### src/rtl/rpn_pkg.sv
// Shared RPN executor definitions: opcodes, FSM states, flag bit positions.
// Used by the executor datapath and the downstream display/decoder stage.
package rpn_pkg;

  typedef enum logic [2:0] {
    OP_ADD = 3'b000,
    OP_SUB = 3'b001,
    OP_MUL = 3'b010,
    OP_DIV = 3'b011,
    OP_AND = 3'b100,
    OP_OR  = 3'b101,
    OP_XOR = 3'b110,
    OP_NOT = 3'b111
  } opcode_e;

  typedef enum logic [1:0] {
    ST_IDLE = 2'd0,
    ST_EXEC = 2'd1,
    ST_DONE = 2'd2
  } state_e;

  // flags_out layout: {err, ovf, carry, neg, zero}
  localparam int FLAG_ZERO  = 0;
  localparam int FLAG_NEG   = 1;
  localparam int FLAG_CARRY = 2;
  localparam int FLAG_OVF   = 3;
  localparam int FLAG_ERR   = 4;
  localparam int FLAG_W     = 5;

  localparam int MD_STEPS = 8;

  function automatic logic is_mul_div(input opcode_e op);
    return (op == OP_MUL) || (op == OP_DIV);
  endfunction

endpackage

### src/rtl/d_flipflop.sv
// Single D flop with asynchronous active-low clear; building block for synchronisers.
// Latency 1 clk; no backpressure.
module d_flipflop (
  input  logic clk,
  input  logic reset,
  input  logic d,
  output logic q
);

  always_ff @(posedge clk or negedge reset) begin
    if (!reset) q <= 1'b0;
    else        q <= d;
  end

endmodule

### src/rtl/mul_div_unit.sv
// Iterative 8-step shift-add multiplier / restoring divider; step 1 runs on the start edge.
// done is high in the cycle after the 8th step; start is only issued while idle, no backpressure.
module mul_div_unit import rpn_pkg::*; (
  input  logic       clk,
  input  logic       reset,
  input  logic       start,
  input  logic       op,
  input  logic [7:0] a,
  input  logic [7:0] b,
  output logic [7:0] result,
  output logic       hi_nonzero,
  output logic       div_zero,
  output logic       done
);

  // MUL: acc=partial product, x=shifted multiplicand, y=remaining multiplier bits.
  // DIV: acc[8:0]=partial remainder, x[7:0]=dividend shifting into quotient, y=divisor.
  logic [15:0] acc_q, acc_cur, acc_nxt;
  logic [15:0] x_q, x_cur, x_nxt;
  logic [7:0]  y_q, y_cur, y_nxt;
  logic        op_q, op_cur, active_q;
  logic [3:0]  cnt_q;
  logic [8:0]  rem_shift, rem_sub;
  logic        rem_ge;

  always_comb begin
    acc_cur   = start ? 16'd0 : acc_q;
    x_cur     = start ? {8'd0, a} : x_q;
    y_cur     = start ? b : y_q;
    op_cur    = start ? op : op_q;
    rem_shift = {acc_cur[7:0], x_cur[7]};
    rem_ge    = rem_shift >= {1'b0, y_cur};
    rem_sub   = rem_shift - {1'b0, y_cur};
    if (op_cur) begin
      acc_nxt = {7'd0, rem_ge ? rem_sub : rem_shift};
      x_nxt   = {8'd0, x_cur[6:0], rem_ge};
      y_nxt   = y_cur;
    end else begin
      acc_nxt = acc_cur + (y_cur[0] ? x_cur : 16'd0);
      x_nxt   = {x_cur[14:0], 1'b0};
      y_nxt   = {1'b0, y_cur[7:1]};
    end
  end

  assign done = active_q && (cnt_q == 4'(MD_STEPS));

  always_ff @(posedge clk or negedge reset) begin
    if (!reset) begin
      acc_q    <= '0;
      x_q      <= '0;
      y_q      <= '0;
      op_q     <= 1'b0;
      active_q <= 1'b0;
      cnt_q    <= '0;
    end else begin
      if (start || (active_q && !done)) begin
        acc_q <= acc_nxt;
        x_q   <= x_nxt;
        y_q   <= y_nxt;
        op_q  <= op_cur;
      end
      if (start) begin
        active_q <= 1'b1;
        cnt_q    <= 4'd1;
      end else if (done) begin
        active_q <= 1'b0;
      end else if (active_q) begin
        cnt_q <= cnt_q + 4'd1;
      end
    end
  end

  // Divide by zero falls out of restoring division as an all-ones quotient.
  assign result     = op_q ? x_q[7:0] : acc_q[7:0];
  assign hi_nonzero = |acc_q[15:8];
  assign div_zero   = (y_q == 8'd0);

endmodule

### src/rtl/rpn_executor.sv
// RPN ALU: synchronised execute edge captures A/B/op; 1-cycle logic/add/sub, 8-cycle mul/div.
// Starts arriving while busy are dropped, never queued; no backpressure to the shift register.
module rpn_executor import rpn_pkg::*; #(
  parameter int SYNC_STAGES = 2
) (
  input  logic                clk,
  input  logic                reset,
  input  logic                execute_in,
  input  logic [7:0]          opcode_in,
  input  logic [7:0]          operand_b_in,
  input  logic [7:0]          operand_a_in,
  output logic [7:0]          result_out,
  output logic [FLAG_W-1:0]   flags_out,
  output logic                busy_out,
  output logic                done_out
);

  logic [SYNC_STAGES:0] sync_chain;
  logic prev_q, primed_q, armed_q, start;

  assign sync_chain[0] = execute_in;
  for (genvar i = 0; i < SYNC_STAGES; i++) begin : g_sync
    d_flipflop u_ff (.clk(clk), .reset(reset), .d(sync_chain[i]), .q(sync_chain[i+1]));
  end

  // armed only after a genuine low has been sampled, so a level held across reset cannot start.
  always_ff @(posedge clk or negedge reset) begin
    if (!reset) begin
      prev_q   <= 1'b0;
      primed_q <= 1'b0;
      armed_q  <= 1'b0;
    end else begin
      prev_q   <= sync_chain[SYNC_STAGES];
      primed_q <= 1'b1;
      armed_q  <= armed_q | (primed_q & ~sync_chain[1]);
    end
  end

  assign start = sync_chain[SYNC_STAGES] & ~prev_q & armed_q;

  state_e  state_q, state_nxt;
  opcode_e op_q;
  logic [7:0] a_q, b_q, result_q, alu_res, md_result;
  logic [FLAG_W-1:0] flags_q, alu_flags;
  logic capture, md_start, exec_exit, md_hi_nonzero, md_div_zero, md_done;
  logic alu_carry, alu_ovf, alu_err;
  logic [8:0] sum9, diff9;
  logic unused_opcode_bits;

  assign unused_opcode_bits = ^opcode_in[7:3];
  assign capture  = (state_q == ST_IDLE) && start;
  assign md_start = capture && is_mul_div(opcode_e'(opcode_in[2:0]));

  mul_div_unit u_mul_div (
    .clk        (clk),
    .reset      (reset),
    .start      (md_start),
    .op         (opcode_in[0]),
    .a          (operand_a_in),
    .b          (operand_b_in),
    .result     (md_result),
    .hi_nonzero (md_hi_nonzero),
    .div_zero   (md_div_zero),
    .done       (md_done)
  );

  always_ff @(posedge clk or negedge reset) begin
    if (!reset) state_q <= ST_IDLE;
    else        state_q <= state_nxt;
  end

  always_comb begin
    state_nxt = state_q;
    exec_exit = 1'b0;
    busy_out  = (state_q != ST_IDLE);
    done_out  = (state_q == ST_DONE);
    case (state_q)
      ST_IDLE: if (start) state_nxt = ST_EXEC;
      ST_EXEC: begin
        if (!is_mul_div(op_q) || md_done) begin
          exec_exit = 1'b1;
          state_nxt = ST_DONE;
        end
      end
      default: state_nxt = ST_IDLE;
    endcase
  end

  always_comb begin
    sum9      = {1'b0, a_q} + {1'b0, b_q};
    diff9     = {1'b0, a_q} - {1'b0, b_q};
    alu_res   = 8'd0;
    alu_carry = 1'b0;
    alu_ovf   = 1'b0;
    alu_err   = 1'b0;
    case (op_q)
      OP_ADD: begin
        alu_res   = sum9[7:0];
        alu_carry = sum9[8];
        alu_ovf   = (a_q[7] == b_q[7]) && (sum9[7] != a_q[7]);
      end
      OP_SUB: begin
        alu_res   = diff9[7:0];
        alu_carry = diff9[8];
        alu_ovf   = (a_q[7] != b_q[7]) && (diff9[7] != a_q[7]);
      end
      OP_MUL: begin
        alu_res   = md_result;
        alu_carry = md_hi_nonzero;
      end
      OP_DIV: begin
        alu_res = md_result;
        alu_err = md_div_zero;
      end
      OP_AND:  alu_res = a_q & b_q;
      OP_OR:   alu_res = a_q | b_q;
      OP_XOR:  alu_res = a_q ^ b_q;
      default: alu_res = ~a_q;
    endcase
    alu_flags             = '0;
    alu_flags[FLAG_ZERO]  = (alu_res == 8'd0);
    alu_flags[FLAG_NEG]   = alu_res[7];
    alu_flags[FLAG_CARRY] = alu_carry;
    alu_flags[FLAG_OVF]   = alu_ovf;
    alu_flags[FLAG_ERR]   = alu_err;
  end

  always_ff @(posedge clk or negedge reset) begin
    if (!reset) begin
      a_q      <= '0;
      b_q      <= '0;
      op_q     <= OP_ADD;
      result_q <= '0;
      flags_q  <= '0;
    end else begin
      if (capture) begin
        a_q  <= operand_a_in;
        b_q  <= operand_b_in;
        op_q <= opcode_e'(opcode_in[2:0]);
      end
      if (exec_exit) begin
        result_q <= alu_res;
        flags_q  <= alu_flags;
      end
    end
  end

  assign result_out = result_q;
  assign flags_out  = flags_q;

endmodule

### config.mk
export PLATFORM = sky130hd
export DESIGN_NAME = rpn_executor
export DESIGN_NICKNAME = d
export VERILOG_FILES = /design/src/rtl/rpn_pkg.sv /design/src/rtl/d_flipflop.sv /design/src/rtl/mul_div_unit.sv /design/src/rtl/rpn_executor.sv
export SDC_FILE = /design/constraint.sdc
export NUM_CORES = 1
export LEC_CHECK = 0
export CAP_MARGIN = 20
export CORE_ASPECT_RATIO = 0.9
export CORE_MARGIN = 4
export CORE_UTILIZATION = 35
export DETAILED_ROUTE_END_ITERATION = 16
export PLACE_DENSITY = 0.62
export SLEW_MARGIN = 20
export SYNTH_ARGS = -nofsm -noshare
export SYNTH_HDL_FRONTEND = slang
export SYNTH_SLANG_ARGS = --single-unit
### constraint.sdc
create_clock -name clk -period 4.1 [get_ports clk]
set_input_delay 0.82 -clock clk [delete_from_list [all_inputs] [get_ports clk]]
set_output_delay 0.82 -clock clk [all_outputs]
set_load 0.05 [all_outputs]
## Word-level counts from Yosys, hierarchy flattened

Index checks and enable logic that the tools add are counted.

- Bits in registers: 85
- Bits of input ports: 27
- Output and inout port bits: 15
- Logic and storage cells: 98

- Add/sub/neg operators: 5
- Magnitude comparators: 1
- Equality and inequality tests: 18
- Mux-type cells: 24
- Bitwise operators: 10
- Reduce and logical (&&, ||, !) cells: 23

Operator list:

| cell | count |
|---|---|
| $mux W16 | 5 |
| $pmux W8 S6 | 1 |
| $mux W8 | 3 |
| $add A16 B16 Y16 | 1 |
| $logic_not A8 Y1 | 2 |
| $eq A3 B2 Y1 const B | 4 |
| $mux W4 | 3 |
| $add A8 B8 Y9 | 1 |
| $eq A3 B3 Y1 const B | 3 |
| $ge A9 B8 Y1 | 1 |
| $mux W9 | 1 |
| $sub A8 B8 Y9 | 1 |
| $sub A9 B8 Y9 | 1 |
| $and A8 B8 Y8 | 1 |
| $not A8 Y8 | 1 |
| $or A8 B8 Y8 | 1 |
| $reduce_or A8 Y1 | 1 |
| $xor A8 B8 Y8 | 1 |
| $logic_and A1 B1 Y1 | 6 |
| $mux W1 | 6 |
| $reduce_bool A2 Y1 | 3 |
| $add A4 B1 Y4 const B | 1 |
| $eq A4 B4 Y1 const B | 1 |
| $logic_or A1 B1 Y1 | 4 |
| other kinds (19) | 28 |

## Longest topological paths before layout

Gate-level depths: netlist of run 1.

- Depth in word-level cells: 9
- Gate-level depth with buffers: 16
- Gate-level depth less buffers: 13

## Cells and area by module

Synthesis of run 1 repeated with hierarchy kept, for this count alone.

- Cell total of the unflattened synthesis: 737
- Area, all modules: 6,463.7 µm²

Modules (own cells, without submodules):

| module | times used | cells an instance | area each (µm²) | seq. area each (µm²) |
|---|---|---|---|---|
| mul_div_unit | 1 | 431 | 3,748.6 | 1,151.1 |
| rpn_executor | 1 | 304 | 2,665.1 | 900.9 |
| d_flipflop | 2 | 1 | 25.0 | 25.0 |

## Worst setup path before layout of run 1

Ideal clock, no wire load.

- Path kind: input -> register
- Start point: input port opcode_in[1]
- End point: register u_mul_div.acc_q[6]
- Library setup time: 0.126 ns
- Arrival: 3.852 ns
- Required time: 3.974 ns
- Setup slack: 0.122 ns
- Stages: 15
- Path buffers: 4
- Path through: nor2b_1 -> and3_1 -> buf_2 -> buf_2 -> mux2i_1 -> ha_1 -> clkbuf_1 -> and4_1 -> and2_1 -> and3_1 -> a211oi_4 -> nor3b_4 -> buf_6 -> a21oi_2 -> a221o_1

- Cells in the longest elaborated chain, start to end: 7
- Elaborated cells on any way between the ends: 15
- Those cells by class: 2 x add/sub; 1 x order compare; 2 x eq/ne; 7 x mux; 3 x reduce/logical

RTL lines:

| item | RTL line | RTL |
|---|---|---|
| from (decl) | rpn_executor.sv:9 | `input logic [7:0] opcode_in,` |
| $eq A3 B2 Y1 | rpn_pkg.sv:33 | `return (op == OP_MUL) \|\| (op == OP_DIV);` |
| $logic_or A1 B1 Y1 * | rpn_pkg.sv:33 |  |
| $logic_and A1 B1 Y1 * | rpn_executor.sv:52 | `assign md_start = capture && is_mul_div(opcode_e'(opcode_in[2:0]));` |
| $mux W16, or another cell as far along | mul_div_unit.sv:28 | `x_cur = start ? {8'd0, a} : x_q;` |
| $mux W16, or another cell as far along | mul_div_unit.sv:39 | `acc_nxt = acc_cur + (y_cur[0] ? x_cur : 16'd0);` |
| $add A16 B16 Y16 / $mux W9 (equally long branches) | mul_div_unit.sv:39, mul_div_unit.sv:35 |  |
| $mux W16 | mul_div_unit.sv:34 | `if (op_cur) begin` |
| to (signal assigned) | mul_div_unit.sv:57 | `acc_q <= acc_nxt;` |
| to (decl) | mul_div_unit.sv:18 | `logic [15:0] acc_q, acc_cur, acc_nxt;` |

Every way passes the cells marked *; elsewhere a longest branch is shown, timed or not.
A chain may end at the register's enable or synchronous reset.

## Worst setup path after layout of run 1

- Start point: input port opcode_in[2]
- End point: register u_mul_div.acc_q[8]

Same word-level chain as after synthesis.

==> flow_summary.yaml, run 1 <==
clock_tree:
  cts_buffers: 9
  cts_root_buffer: "clkbuf_16"
  cts_sinks: 84
  clk_path_buf_depth: 2
  cts_max_level: 3
  ctsHoldBuffers: 0
  clock_latency_ns: 0.36
  cts_tree: "done"
  clk_pin_slew_ns: 0.07
worst_setup_path:
  worstPathMaxFanout: 7
  worstPathRequired_ns: 4.34
  crit_path_end_kind: "flip-flop"
  worstPathArrival_ns: 4.21
  cp-start-kind: "primary input"
  crit_type: "in -> reg"
grt:
  grt_pass1_wl_mm: 28.7
  met2_usage: 0.276
  grt_pass1_vias: 5328
  use_met3: 0.0333
  grt.busiest_layer: "met2"
  track_usage: 0.178
  grtUsageMet1: 0.255
  grt-ovfl-total: 0
  antenna_found_initial: 0
  grt_max_degree: 67
synthesis:
  yosys.area_share.simple: 0.175
  synth_compound_area_frac: 0.201
  synth_top_family_by_area: "compound AO/OA/AOI/OAI gates"
  ys_warn_count: 0
  synth_area_per_cell_um2: 8.84
  synthArstFlopShare: 1.00
  ys_types: 72
  synth_xor_xnor_area_share: 0.0399
  ys_seq_area_frac: 0.330
  netlist_area_um2: 6370
  netlist_instances: 721
  synth-seq-cells: 84
  syn_nets: 799
  synthMuxAreaShare: 0.0966
  synth_edf_count: 0
  ys.flop_type: "dfrtp_1"
  synth_fa_ha_area_frac: 0.107
layout:
  fin_cells: 1046
  fin_area_um2: 7850
  fin_util: 0.443
  antenna_cells: 0
  final_nets: 879
  syn2layout_area_growth_pct: 23.1
  drive_gt1_frac: 0.175
timing:
  hold_violations: 0
  period_share: 0.967
  final.min_clock_period_ns: 3.97
  max_slew_margin: 0.402
  timing.fmax_ghz: 0.252
  finalMaxSlewViolations: 0
  finalClockSkew_ns: 0.00973
  setup_slack_ns: 0.134
  setup_viol: 0
  hold_ws_ns: 0.414
  tightestPinTransition_ns: 0.895
drt:
  finalWirelength_mm: 17.7
  drt_iter0_drc: 333
  drt-vias-per-instance: 5.36
  first_pass_iters: 5
  drc: 0
  wire_per_inst_um: 16.9
  ant_nets: 0
  vias: 5607
outcome:
  run_status: "finished clean"
floorplanning:
  rows: 46
  coreArea_um2: 17700
  die_w_um: 150
  dieArea_um2: 20400
  start_util: 0.360
  io_pins: 42
  die_height_um: 136
place:
  detailed_place_hpwl_mm: 13.1
  dp_cells: 1028
  place_ws_ns: -0.366
  io_buffers: 36
  gp_congestion: 0.830
  dpl_cell_area_um2: 7400
pwr:
  ir_worst_vdd_mv: 0.309
  powerDensity_nw_per_um2: 880
  p_leak_nw: 3.49
job:
  cap_violations: 0
worst_hold_path:
  hold_class: "reg -> reg"
## synthesized netlist by cell type (all sizes together) (14+ instances only)
master  number  area share
a21oi       58       0.046
and2        18       0.018
and3        14       0.014
clkbuf      27       0.016
dfrtp       84        0.33
ha          48       0.094
inv         43       0.025
mux2        28       0.049
mux2i       30       0.047
nand2       68       0.040
nand3       15       0.013
nor2        40       0.024
o21ai       56       0.044
xnor2       18       0.025
## power breakdown
part           internal (mW)  switching [mW]
sequential              1.16           0.403
clock                  0.500           0.388
combinational           1.98            2.47
total                   3.64            3.26
## cells by family (layout without fill, tap and decap cells)
logic type                 count (synthesis)  after routing
and+or+nand+nor                          217            217
DFF                                       84             84
AOI/OAI and AO/OA                        199            199
adders and majority gates                 53             53
other                                      1              1
xor gates and xnor gates                  29             29
muxes                                     58             58
buffers and inverters                     80            165
## cell usage in the layout, fill, tap and decap left out, drive strengths merged, types with 6 or more instances in the layout
master         count
a211oi             7
a21o               7
a21oi             58
a22oi              7
a31oi              6
and2              18
and3              14
buf               71
clkbuf            10
clkdlybuf4s50     35
dfrtp             84
ha                48
inv               47
mux2              28
mux2i             30
nand2             68
nand2b             6
nand3             15
nor2              40
nor2b             11
nor3              11
nor3b              9
o21a               6
o21ai             56
o221ai             7
o22ai              7
xnor2             18
xor2              11
## routing by layer
metal  up-vias  part of all wire
li1       2754                 -
met1      2678              0.48
met2       150              0.46
met3        25             0.053
met4         0             0.014
met5         -                 0
## state kept, by name, summed over array words and instances (netlist names), 2 cells and up
register	flops
flags_out	5
b_q	8
op_q	3
u_mul_div.x_q	16
a_q	8
u_mul_div.y_q	8
g_sync.u_ff.q	2
u_mul_div.acc_q	16
u_mul_div.cnt_q	4
result_out	7
state_q	2
## final timing paths
kind	from	end	slack, ns	cells after the start
worst max-delay path	opcode_in[2]	u_mul_div.acc_q[8]$_DFFE_PN0P_	0.13	16
worst max register to register	state_q[0]$_DFFE_PN0P_	u_mul_div.acc_q[6]$_DFFE_PN0P_	0.29	15
worst min-delay path	g_sync[0].u_ff.q$_DFF_PN0_	g_sync[1].u_ff.q$_DFF_PN0_	0.41	0
max in group asynchronous	reset	flags_out[2]$_DFFE_PN0P_	2.75	2
min in group asynchronous	reset	primed_q$_DFF_PN0_	0.57	1
worst min register to register	g_sync[0].u_ff.q$_DFF_PN0_	g_sync[1].u_ff.q$_DFF_PN0_	0.41	0
## timing repair
action                     CTS  global route
pin swaps                    0             2
setup buffers                0             2
resized for setup            1            23
cloned                       0             0
setup endpoints to repair    1            16
## critical path, stage by stage
cell and delay (ns):
clkdlybuf4s50_1 0.55, nor2b_4 0.07, and3_2 0.24, buf_4 0.15, mux2i_4 0.19, buf_4 0.19
inv_1 0.06, ha_1 0.15, inv_1 0.05, fa_1 0.38, maj3_1 0.35, mux2_2 0.31
a21oi_1 0.22, xnor2_1 0.14, nor3_1 0.08, a221o_1 0.26
## cell type report
| cell class | instances | area, um2 |
|---|---|---|
| fill | 1792 | 9880 |
| multi-input combinational | 557 | 4070 |
| sequential | 84 | 2100 |
| timing repair buffer | 106 | 903 |
| tap | 240 | 300 |
| clock buffer | 10 | 239 |
| inverter | 43 | 161 |
| clock inverter | 6 | 75.1 |
## through the flow
step           power [mW]  setup TNS, ns
2_1_floorplan        4.53              0
3_3_place_gp         5.83          -3.89
3_5_place_dp         5.88          -3.98
4_1_cts              6.81              0
5_1_grt              7.50        -0.0390
6_report             6.91              0
No activity file was read; power rests on OpenSTA's default activity.
==> run 2: changes to the inputs <==
- SKIP_LAST_GASP: unset -> 1
- clock period: 4.1 -> 4.9 ns (I/O delays scaled with it)
==> flow_summary.yaml, run 2 (same netlist as run 1, synthesis figures left out) <==
timing:
  hold_violations: 0
  finalClockSkew_ns: 0.00624
  setup_tns_ns: 0
  timing.fmax_ghz: 0.233
  period_share: 0.876
  setup_viol: 0
  tightestPinTransition_ns: 0.874
  max_slew_margin: 0.416
  final.min_clock_period_ns: 4.29
  finalMaxSlewViolations: 0
  rsz0062_at_grt: "false"
floorplanning:
  die_w_um: 150
  die_height_um: 136
  rows: 46
  start_util: 0.360
  dieArea_um2: 20400
  io_pins: 42
  coreArea_um2: 17700
worst_setup_path:
  critPathMaxStageDelay_ns: 0.49
  crit_path_end_kind: "flip-flop"
  worstPathRequired_ns: 5.14
  worstPathArrival_ns: 4.53
  crit_chain: "clkdlybuf4s50_1 -> nor2b_1 -> and3_2 -> buf_12 -> mux2i_1 -> ha_1 -> inv_1 -> fa_1 -> maj3_1 -> mux2_2 -> nor2_1 -> mux2_2 -> a21oi_2 -> a221o_1"
  startpoint: "opcode_in[1]"
  crit_type: "in -> reg"
  timing.rr.start: "state_q[0]$_DFFE_PN0P_"
  cp_num_buf_inv: 3
  crit_cells: 14
  reg2regPathDepth: 13
  reg2reg_setup_slack_ns: 1.08
  crit_family: "adder cells"
  critPathMostFrequentCell: "mux2_2"
  crit_end: "u_mul_div.acc_q[6]$_DFFE_PN0P_"
  r2r-end: "u_mul_div.acc_q[6]$_DFFE_PN0P_"
  cp-start-kind: "primary input"
  worstPathMaxFanout: 22
  cp_slowest_cell: "clkdlybuf4s50_1"
place:
  io_buffers: 36
  dp_cells: 979
  gp_congestion: 0.876
  detailed_place_hpwl_mm: 12.4
drt:
  drt_iter0_drc: 392
  finalWirelength_mm: 16.8
  vias: 5373
  wire_per_inst_um: 16.9
  drt-vias-per-instance: 5.40
  ant_nets: 0
  drc: 0
  first_pass_iters: 5
clock_tree:
  cts_sinks: 84
  clk_path_buf_depth: 2
  cts_resized: 0
  clk_pin_slew_ns: 0.06
  postCtsSetupBuffers: 0
  cts_root_buffer: "clkbuf_16"
  ctsHoldBuffers: 0
  cts_max_level: 3
  cts_buffers: 9
  cts_tree: "done"
  clock_latency_ns: 0.35
layout:
  fin_cells: 995
  final_nets: 828
  syn2layout_area_growth_pct: 15.2
  ff_latch_area_um2: 2100
  final_common_cell: "dfrtp_1"
  reg_top3: "u_mul_div.acc_q x16, u_mul_div.x_q x16"
  drive_gt1_frac: 0.102
  layout_common_cells: "dfrtp_1, nand2_1, a21oi_1"
  fill_cells: 1823
  multiInputGateArea_um2: 3950
  antenna_cells: 0
job:
  cap_violations: 0
grt:
  grt_pass1_vias: 5080
  grt_max_degree: 44
  antenna_found_initial: 0
  grt_pass1_wl_mm: 27.0
  track_usage: 0.167
  grt-ovfl-total: 0
pwr:
  powerDensity_nw_per_um2: 736
  ir_worst_vdd_mv: 0.233
  p_leak_nw: 3.21
worst_hold_path:
  hold_class: "reg -> reg"
outcome:
  run_status: "finished clean"
==> run 2: cell types whose count changed in the layout (fill, tap and decap cells not counted), sizes merged <==
cell and change:
inv -4, buf -51, clkbuf +1, clkinvlp +3
==> run 2: final cells by class <==
cell class | count | share of cell area
clock buffers | 11 | 0.0344
clock inverters | 5 | 0.00818
inverters | 43 | 0.0220
flip-flops and latches | 84 | 0.286
multi-input cells | 557 | 0.538
well taps | 240 | 0.0409
repair buffers | 55 | 0.0699
==> run 2: metrics by stage <==
stage                     total power [mW]   util  hold slack (ns)  cell area (um2)  setup WS, ns
after floorplan                       3.79      -            0.354             6370         0.762
after global placement                4.64  0.397            0.410             7030         0.274
after detailed placement              4.66  0.397            0.372             7030         0.262
after CTS                             5.41  0.414            0.408             7340         0.621
after global routing                  5.85  0.414            0.425             7340         0.430
final                                 5.41  0.414            0.406             7340         0.610
==> run 2: worst register-to-register path, cell delays in order (launching register included) <==
cell	delay, ns
dfrtp_1	0.44
nor4b_4	0.39
and3_2	0.31
buf_12	0.18
mux2i_1	0.31
ha_1	0.21
inv_1	0.05
fa_1	0.41
maj3_1	0.37
mux2_2	0.32
nor2_1	0.13
mux2_2	0.18
a21oi_2	0.04
a221o_1	0.35
==> run 2: how the worst min path moves through the flow <==
stage                          startpoint                          to  slack (ns)  cells past startpoint
2_1_floorplan  g_sync[0].u_ff.q$_DFF_PN0_  g_sync[1].u_ff.q$_DFF_PN0_        0.35                      0
3_3_place_gp   g_sync[0].u_ff.q$_DFF_PN0_  g_sync[1].u_ff.q$_DFF_PN0_        0.41                      0
3_5_place_dp   g_sync[0].u_ff.q$_DFF_PN0_  g_sync[1].u_ff.q$_DFF_PN0_        0.37                      0
4_1_cts        g_sync[0].u_ff.q$_DFF_PN0_  g_sync[1].u_ff.q$_DFF_PN0_        0.41                      0
5_1_grt        g_sync[0].u_ff.q$_DFF_PN0_  g_sync[1].u_ff.q$_DFF_PN0_        0.42                      0
6_report       g_sync[0].u_ff.q$_DFF_PN0_  g_sync[1].u_ff.q$_DFF_PN0_        0.41                      0
==> run 2: metal layers <==
metal	part of all wire	GRT usage	wire, um
met1	0.49	0.242	8180
met2	0.44	0.251	7330
met3	0.055	0.0357	919
met4	0.022	0.0483	369
met5	0	0	0
==> run 2: power by group <==
group	switching, mW	internal (mW)
Combinational	1.95	1.42
Sequential	0.341	0.972
Clock	0.305	0.423
